--- src/rtl/alu16_sequencer_if.sv ---
// Operation codes and the bundled core/ALU connection of alu16_sequencer.
//
// alu16_pkg : shared CPU op encoding. The code space is split by the
//             'single' bit: two-operand ops (single=0) and single-operand
//             ops (single=1) reuse the same 4-bit operator values.
// alu16_sequencer_if : every signal between the core, the sequencer and the
//             8-bit ALU except clk/rst_n.
//   core side : start, single, operator, a, b -> busy, done, result, flags, err
//   ALU side  : alu_latch, alu_single, alu_operator, alu_value1, alu_value2
//               -> alu_result, alu_flags
//   modport slave  : the sequencer
//   modport master : whatever drives the requests and hosts the ALU
//
// Handshake: start is sampled only while the sequencer is idle; the cycle it
// is seen high there is the accept. busy is high from the cycle after accept
// until done. done is a one-cycle pulse; result/flags/err are valid from that
// cycle and hold until the next accept. A start raised in the done cycle is
// not taken; it has to be presented again once the sequencer is idle.
package alu16_pkg;
  // two-operand ops, single = 0
  localparam logic [3:0] OP_ADD = 4'h0;
  localparam logic [3:0] OP_ADC = 4'h1;
  localparam logic [3:0] OP_SUB = 4'h2;
  localparam logic [3:0] OP_SBC = 4'h3;
  localparam logic [3:0] OP_CMP = 4'h4;
  localparam logic [3:0] OP_AND = 4'h5;
  localparam logic [3:0] OP_OR  = 4'h6;
  localparam logic [3:0] OP_XOR = 4'h7;
  localparam logic [3:0] OP_MOV = 4'h8;
  // single-operand ops, single = 1
  localparam logic [3:0] OP_COM = 4'h0;
  localparam logic [3:0] OP_NEG = 4'h1;
  localparam logic [3:0] OP_LSL = 4'h2;
  localparam logic [3:0] OP_LSR = 4'h3;
  localparam logic [3:0] OP_ROL = 4'h4;
  localparam logic [3:0] OP_ROR = 4'h5;
  localparam logic [3:0] OP_RLC = 4'h6;
  localparam logic [3:0] OP_RRC = 4'h7;
endpackage

interface alu16_sequencer_if;
  logic        start;
  logic        single;
  logic [3:0]  operator;
  logic [15:0] a;
  logic [15:0] b;
  logic        busy;
  logic        done;
  logic [15:0] result;
  logic [3:0]  flags;
  logic        err;
  logic        alu_latch;
  logic        alu_single;
  logic [3:0]  alu_operator;
  logic [7:0]  alu_value1;
  logic [7:0]  alu_value2;
  logic [7:0]  alu_result;
  logic [3:0]  alu_flags;

  modport master (
    output start, single, operator, a, b, alu_result, alu_flags,
    input  busy, done, result, flags, err,
           alu_latch, alu_single, alu_operator, alu_value1, alu_value2
  );

  modport slave (
    input  start, single, operator, a, b, alu_result, alu_flags,
    output busy, done, result, flags, err,
           alu_latch, alu_single, alu_operator, alu_value1, alu_value2
  );
endinterface

--- src/rtl/alu16_sequencer.sv ---
// Runs a 16-bit operation on the core's 8-bit ALU as two chained byte ops.
// The ALU keeps its carry internally between latches, so the byte order is
// chosen so that carry flows the right way: low byte first for add/sub and
// left shifts, high byte first for right shifts.
//
// Ports:
//   clk, rst_n   : rising-edge clock, asynchronous active-low reset
//   bus          : alu16_sequencer_if.slave (core request/response + ALU drive)
//   dbg_state_o  : current FSM state, for observation only
//
// Parameter SETTLE_CYCLES (1..15): cycles the ALU inputs are held stable
// before each latch pulse.
module alu16_sequencer
  import alu16_pkg::*;
#(
  parameter int unsigned SETTLE_CYCLES = 1
) (
  input  logic              clk,
  input  logic              rst_n,
  alu16_sequencer_if.slave  bus,
  output logic [2:0]        dbg_state_o
);

  typedef enum logic [2:0] {
    IDLE, SETUP1, LATCH1, CAPT1, SETUP2, LATCH2, CAPT2, DONE
  } state_t;

  localparam logic [3:0] SETTLE_LAST = 4'(SETTLE_CYCLES - 1);

  state_t      state_q, state_d;
  logic [3:0]  cnt_q, cnt_d;
  logic        accept;

  // decode of the incoming request
  logic        dec_ok, dec_hi_first;
  logic [3:0]  dec_op_lo, dec_op_hi;

  // captured request
  logic [15:0] a_q, b_q;
  logic [3:0]  op_lo_q, op_hi_q;
  logic        hi_first_q;
  logic [7:0]  byte1_q;   // result byte of the first byte op
  logic        v_hi_q;    // overflow of the first op, used when it was the high byte

  // registered outputs
  logic        busy_q, done_q, err_q, latch_q;
  logic [15:0] result_q;
  logic [3:0]  flags_q;
  logic        alu_single_q;
  logic [3:0]  alu_op_q;
  logic [7:0]  alu_v1_q, alu_v2_q;

  logic [15:0] res16;
  logic        v16;
  logic        unused_alu_zn;

  // The ALU's Z and N describe one byte only; both are rebuilt from the
  // full 16-bit result instead.
  assign unused_alu_zn = ^bus.alu_flags[1:0];

  // Byte sequencing table: which op goes to each byte and which byte first.
  always_comb begin
    dec_ok       = 1'b1;
    dec_hi_first = 1'b0;
    dec_op_lo    = bus.operator;
    dec_op_hi    = bus.operator;
    if (!bus.single) begin
      case (bus.operator)
        OP_ADD: dec_op_hi = OP_ADC;
        OP_SUB: dec_op_hi = OP_SBC;
        OP_CMP: begin
          dec_op_lo = OP_SUB;
          dec_op_hi = OP_SBC;
        end
        OP_ADC, OP_SBC, OP_AND, OP_OR, OP_XOR, OP_MOV: ;
        default: dec_ok = 1'b0;
      endcase
    end else begin
      case (bus.operator)
        OP_LSL: dec_op_hi = OP_RLC;
        OP_LSR: begin
          dec_op_lo    = OP_RRC;
          dec_hi_first = 1'b1;
        end
        OP_RRC: dec_hi_first = 1'b1;
        OP_COM, OP_RLC: ;
        default: dec_ok = 1'b0;
      endcase
    end
  end

  always_comb begin
    state_d = state_q;
    cnt_d   = 4'd0;
    accept  = 1'b0;
    unique case (state_q)
      IDLE: begin
        if (bus.start) begin
          accept  = 1'b1;
          state_d = dec_ok ? SETUP1 : DONE;
        end
      end
      SETUP1: begin
        if (cnt_q == SETTLE_LAST) state_d = LATCH1;
        else                      cnt_d   = cnt_q + 4'd1;
      end
      LATCH1: state_d = CAPT1;
      CAPT1:  state_d = SETUP2;
      SETUP2: begin
        if (cnt_q == SETTLE_LAST) state_d = LATCH2;
        else                      cnt_d   = cnt_q + 4'd1;
      end
      LATCH2: state_d = CAPT2;
      CAPT2:  state_d = DONE;
      DONE:   state_d = IDLE;
      default: state_d = IDLE;
    endcase
  end

  // Final result assembled in CAPT2 from the stored first byte and the
  // ALU's current output; V always comes from the high-byte op.
  always_comb begin
    res16 = hi_first_q ? {byte1_q, bus.alu_result} : {bus.alu_result, byte1_q};
    v16   = hi_first_q ? v_hi_q : bus.alu_flags[2];
  end

  always_ff @(posedge clk or negedge rst_n) begin
    if (!rst_n) begin
      state_q      <= IDLE;
      cnt_q        <= 4'd0;
      a_q          <= 16'd0;
      b_q          <= 16'd0;
      op_lo_q      <= 4'd0;
      op_hi_q      <= 4'd0;
      hi_first_q   <= 1'b0;
      byte1_q      <= 8'd0;
      v_hi_q       <= 1'b0;
      busy_q       <= 1'b0;
      done_q       <= 1'b0;
      err_q        <= 1'b0;
      latch_q      <= 1'b0;
      result_q     <= 16'd0;
      flags_q      <= 4'd0;
      alu_single_q <= 1'b0;
      alu_op_q     <= 4'd0;
      alu_v1_q     <= 8'd0;
      alu_v2_q     <= 8'd0;
    end else begin
      state_q <= state_d;
      cnt_q   <= cnt_d;
      latch_q <= (state_d == LATCH1) || (state_d == LATCH2);
      busy_q  <= (state_d != IDLE) && (state_d != DONE);
      done_q  <= (state_d == DONE);

      if (accept) begin
        a_q        <= bus.a;
        b_q        <= bus.single ? 16'd0 : bus.b;
        op_lo_q    <= dec_op_lo;
        op_hi_q    <= dec_op_hi;
        hi_first_q <= dec_hi_first;
        err_q      <= !dec_ok;
        if (dec_ok) begin
          alu_single_q <= bus.single;
          alu_op_q     <= dec_hi_first ? dec_op_hi : dec_op_lo;
          alu_v1_q     <= dec_hi_first ? bus.a[15:8] : bus.a[7:0];
          alu_v2_q     <= bus.single ? 8'd0
                                     : (dec_hi_first ? bus.b[15:8] : bus.b[7:0]);
        end else begin
          result_q <= 16'd0;
          flags_q  <= 4'd0;
        end
      end

      // Keep the first byte and switch the ALU inputs to the other byte.
      if (state_q == CAPT1) begin
        byte1_q  <= bus.alu_result;
        v_hi_q   <= bus.alu_flags[2];
        alu_op_q <= hi_first_q ? op_lo_q : op_hi_q;
        alu_v1_q <= hi_first_q ? a_q[7:0] : a_q[15:8];
        alu_v2_q <= hi_first_q ? b_q[7:0] : b_q[15:8];
      end

      if (state_q == CAPT2) begin
        result_q <= res16;
        flags_q  <= {bus.alu_flags[3], v16, (res16 == 16'd0), res16[15]};
      end
    end
  end

  assign bus.busy         = busy_q;
  assign bus.done         = done_q;
  assign bus.err          = err_q;
  assign bus.result       = result_q;
  assign bus.flags        = flags_q;
  assign bus.alu_latch    = latch_q;
  assign bus.alu_single   = alu_single_q;
  assign bus.alu_operator = alu_op_q;
  assign bus.alu_value1   = alu_v1_q;
  assign bus.alu_value2   = alu_v2_q;
  assign dbg_state_o      = state_q;

endmodule
--- src/flat_wrapper.sv ---
// flat-port wrapper written by rule: the top's interface ports become plain ports
module alu16_sequencer_flat import alu16_pkg::*;
#(
  parameter int unsigned SETTLE_CYCLES = 1
)
  (clk, rst_n, dbg_state_o, bus_start, bus_single, bus_operator, bus_a, bus_b, bus_alu_result, bus_alu_flags, bus_busy, bus_done, bus_result, bus_flags, bus_err, bus_alu_latch, bus_alu_single, bus_alu_operator, bus_alu_value1, bus_alu_value2);
  alu16_sequencer_if bus_i ();
  input  logic clk;
  input  logic rst_n;
  output logic [2:0] dbg_state_o;
  input wire logic [$bits(bus_i.start)-1:0] bus_start;
  input wire logic [$bits(bus_i.single)-1:0] bus_single;
  input wire logic [$bits(bus_i.operator)-1:0] bus_operator;
  input wire logic [$bits(bus_i.a)-1:0] bus_a;
  input wire logic [$bits(bus_i.b)-1:0] bus_b;
  input wire logic [$bits(bus_i.alu_result)-1:0] bus_alu_result;
  input wire logic [$bits(bus_i.alu_flags)-1:0] bus_alu_flags;
  output wire logic [$bits(bus_i.busy)-1:0] bus_busy;
  output wire logic [$bits(bus_i.done)-1:0] bus_done;
  output wire logic [$bits(bus_i.result)-1:0] bus_result;
  output wire logic [$bits(bus_i.flags)-1:0] bus_flags;
  output wire logic [$bits(bus_i.err)-1:0] bus_err;
  output wire logic [$bits(bus_i.alu_latch)-1:0] bus_alu_latch;
  output wire logic [$bits(bus_i.alu_single)-1:0] bus_alu_single;
  output wire logic [$bits(bus_i.alu_operator)-1:0] bus_alu_operator;
  output wire logic [$bits(bus_i.alu_value1)-1:0] bus_alu_value1;
  output wire logic [$bits(bus_i.alu_value2)-1:0] bus_alu_value2;
  assign bus_i.start = bus_start;
  assign bus_i.single = bus_single;
  assign bus_i.operator = bus_operator;
  assign bus_i.a = bus_a;
  assign bus_i.b = bus_b;
  assign bus_i.alu_result = bus_alu_result;
  assign bus_i.alu_flags = bus_alu_flags;
  assign bus_busy = bus_i.busy;
  assign bus_done = bus_i.done;
  assign bus_result = bus_i.result;
  assign bus_flags = bus_i.flags;
  assign bus_err = bus_i.err;
  assign bus_alu_latch = bus_i.alu_latch;
  assign bus_alu_single = bus_i.alu_single;
  assign bus_alu_operator = bus_i.alu_operator;
  assign bus_alu_value1 = bus_i.alu_value1;
  assign bus_alu_value2 = bus_i.alu_value2;
  alu16_sequencer #(.SETTLE_CYCLES(SETTLE_CYCLES)) u_core (.clk(clk), .rst_n(rst_n), .bus(bus_i), .dbg_state_o(dbg_state_o));
endmodule
--- config.mk ---
export PLATFORM = sky130hd
export DESIGN_NAME = alu16_sequencer_flat
export DESIGN_NICKNAME = d
export VERILOG_FILES = /design/src/rtl/alu16_sequencer_if.sv /design/src/rtl/alu16_sequencer.sv /design/src/flat_wrapper.sv
export SDC_FILE = /design/constraint.sdc
export NUM_CORES = 1
export LEC_CHECK = 0
export CORE_MARGIN = 3
export CORE_UTILIZATION = 51
export CTS_CLUSTER_DIAMETER = 150
export DETAILED_ROUTE_END_ITERATION = 10
export GPL_TIMING_DRIVEN = 0
export PLACE_DENSITY = 0.88
export SLEW_MARGIN = 0
export SYNTH_ARGS = -nofsm -noshare
export SYNTH_HDL_FRONTEND = slang
export SYNTH_SLANG_ARGS = --single-unit
export TNS_END_PERCENT = 1
--- constraint.sdc ---
create_clock -name clk -period 2.22 [get_ports clk]
set_input_delay 0.666 -clock clk [delete_from_list [all_inputs] [get_ports clk]]
set_output_delay 0.666 -clock clk [all_outputs]
set_load 0.005 [all_outputs]
==> impl_metrics.json <==
{
  "fin_nets": 641,
  "fp.dieH_um": 102.1,
  "number_of_sinks_driven_by_the_clock_tree": 101,
  "post_drt_via_cell_ratio": 5.834,
  "yosysSeqAreaShare_pct": 53.62,
  "timing.critical_path.from_type": "primary input",
  "worst_ir_drop_on_vdd_v": 0.0007120,
  "timing.final.ws_setup_ns": -0.05023,
  "post-place-cells": 683,
  "floorplan.die_area_um2": 10430,
  "dp_hpwl_um": 8423,
  "grt_pass1_wl_um": 19870,
  "fin_crit_sh_pct": 102.3,
  "routed_wire_length_per_instance_um": 17.66,
  "vias": 4084,
  "final.min_clock_period_ns": 2.270,
  "io_buffer_count": 94,
  "hold_buffers": 0,
  "wl_um": 12360,
  "cts-root-to-sink-buffers": 2,
  "worstHoldPathType": "in2async",
  "gr-usage-all-layers_pct": 24.57,
  "syn_nets": 534,
  "slowest_delay_ns": 0.61,
  "clock.fmax_ghz": 0.4405,
  "grt_start_max_net_pins": 53,
  "route.antenna.remaining_nets": 0,
  "final_layout_size_suffix_gt1_share_pct": 7.264,
  "grt_antenna_before_repair": 0,
  "criticalPathCategory": "in2reg",
  "setup_viol": 15,
  "ys_ff_latch": 101,
  "violations": "setup timing",
  "cp_max_fo": 10,
  "timing.final.hold_violations": 0,
  "globalRouteOverflowTotal": 0,
  "final_cell_count_no_fill": 700,
  "cts_htree_levels": 3,
  "globalplace.congestion": 0.9126,
  "tritoncts.num_buffers": 9,
  "drt_pass1_iterations": 5,
  "vias_in_the_first_global_route": 4025,
  "critical_path.reg2reg.startpoint": "u_core.dbg_state_o[1]",
  "placementRows": 34,
  "tot_pwr_mw": 8.076,
  "cp_data_arrival_time_ns": 2.53,
  "insertion_delay_ns": 0.36,
  "synth_warnings": 0,
  "synth_top_flop_cell": "dfrtp_1",
  "fin_worst_skew_ns": 0.007284,
  "slew_violations": 0,
  "asyncSetResetFlopFracSynth_pct": 100.0,
  "post-route-drc-count": 0,
  "tightest_slew_ns": 0.7243,
  "crit_path_start": "bus_single",
  "synthToLayoutAreaGrowth_pct": 30.18,
  "worst_setup_path_end_kind": "register",
  "clock_tree.root_cell": "clkbuf_8",
  "syn-mean-instance-area_um2": 9.819,
  "num_ports": 100,
  "max_cap_violations": 0,
  "antennaDiodeCount": 0,
  "floorplan.initialDensity_pct": 53.27,
  "clk_transition_reported_paths_ns": 0.09,
  "worst_path_max_delay_cell": "clkdlybuf4s50_1",
  "p_leak_nw": 2.699,
  "cells_after_synthesis": 480,
  "path_cells": "clkdlybuf4s50_1, nor2b_2, o32a_1, buf_2, o21ai_0, a31oi_1",
  "netlist-cell-type-count": 46,
  "outcome": "finished, violations left",
  "worst_case_headroom_to_the_max_slew_limit_pct": 51.53,
  "rsz0062_at_grt": "yes",
  "floorplan.die.width_um": 102.1,
  "timing.hold.ws_ns": 0.3336,
  "power_density_nw_per_um2": 1316,
  "pre_cts_slack_ns": -0.5726,
  "fin_util_pct": 69.34,
  "post_synth_design_cell_area_um2": 4713,
  "cts_tree": "built",
  "detailedRoute.firstIterationViolations": 297,
  "synth_edf_count": 0,
  "critical_path_required_ns": 2.48,
  "core_region_area_um2": 8848
}
[per-layer routing]
metal | share of wire (%) | track usage (%) | vias up | routed length, µm
met4 | 1.9 | 9.788 | 0 | 238
li1 | - | - | 1883 | -
met1 | 42 | 33.38 | 2000 | 5173
met5 | 0 | 0 | - | 0
met3 | 7.1 | 3.823 | 15 | 872
met2 | 49 | 39.78 | 186 | 6075
[per-stage QoR]
step,TNS (ns),area [µm²]
3_3_place_gp,-337.94,5789
5_1_grt,-1.889,6136
6_report,-0.1962,6136
3_5_place_dp,-26.55,5814
2_1_floorplan,0,4713
4_1_cts,-0.04716,6127
[power breakdown]
| group | switching (mW) | internal [mW] |
|---|---|---|
| registers | 0.560 | 2.67 |
| clock network | 0.626 | 0.894 |
| logic | 1.64 | 1.69 |
[cell usage after synthesis, drive strengths merged (3+ instances only)]
library cell  number  area share, %
a211oi             3           0.48
a21oi             17            1.8
a221o              9            1.9
a31oi              3           0.40
buf               13            1.6
clkbuf            22            1.8
dfrtp            101             54
inv                7           0.56
mux2i             42            8.9
nand2            124            9.9
nand3              9           0.96
nand4              4           0.53
nor2              33            2.6
nor2b              3           0.40
nor3               8           0.96
o211ai             9            1.4
o21ai             23            2.4
o2bb2ai           17            3.2
[worst paths after layout]
path | endpoint | slack, ns | depth (start not counted)
setup / recovery | u_core.bus.alu_operator[2] | -0.05 | 6
hold / removal | u_core.bus.result[6] | 0.33 | 1
setup reg to reg | u_core.byte1_q[0] | 0.08 | 6
hold reg to reg | u_core.a_q[2] | 0.48 | 2
max in group asynchronous | u_core.bus.alu_value1[6] | 1.22 | 2
min in group clk | u_core.a_q[2] | 0.48 | 2
[logic make-up (layout without fill, tap and decap cells)]
family,after synthesis,after routing,synth area share [%]
flops,101,101,53.62
mux,43,43,9.158
fa+ha+maj,2,2,0.5308
simple gates,193,193,17.68
xor+xnor,3,3,0.5576
compound gates,96,96,14.57
buf+inv,42,154,3.876
[state kept, by name, indices dropped and copies added, names as in the netlist, 3 cells and up]
register and flops:
u_core.op_lo_q 4, u_core.op_hi_q 4, u_core.dbg_state_o 3, u_core.bus.result 15
u_core.bus.flags 4, u_core.cnt_q 4, u_core.bus.alu_value1 8, u_core.byte1_q 8
u_core.bus.alu_operator 4, u_core.a_q 16, u_core.bus.alu_value2 8, u_core.b_q 16
[what timing repair did]
action | CTS | global route
setup endpoints to repair | 13 | 58
pin swaps | 2 | 0
resized for setup | 5 | 7
buffers inserted | 2 | 0
[worst max-delay path: cells and delay by family]
family	cells	cell delay (ns)
compound gates	3	0.67
buf+inv	2	0.91
simple gates	1	0.29
[final cells by class]
cell class              count  area (µm²)
plain buffers              34       160.2
clock buffers              10       137.6
clock inverters             6       133.9
fillers                   674        2713
inverters                   7       26.28
multi-input cells         337        2032
flip-flops and latches    101        2527
well taps                 108       135.1
repair buffers             97       983.4
[placed cells by master (no fill, tap or decap), types with 3 or more instances in the layout]
master | synthesis | final
nand4_1 | 4 | 4
mux2i_1 | 42 | 42
o211ai_1 | 9 | 9
o21ai_0 | 23 | 22
clkbuf_8 | 0 | 10
a31oi_1 | 3 | 3
nor3_1 | 7 | 7
a211oi_1 | 3 | 3
o2bb2ai_1 | 17 | 17
clkbuf_1 | 22 | 19
buf_2 | 11 | 9
buf_4 | 1 | 5
nand3_1 | 9 | 9
bufinv_16 | 0 | 4
nand2_1 | 124 | 124
a221o_1 | 9 | 9
clkdlybuf4s50_1 | 0 | 92
nor2_1 | 33 | 33
dfrtp_1 | 101 | 101
a21oi_1 | 17 | 16
inv_1 | 7 | 7
Power figures use the tool's default switching activity.
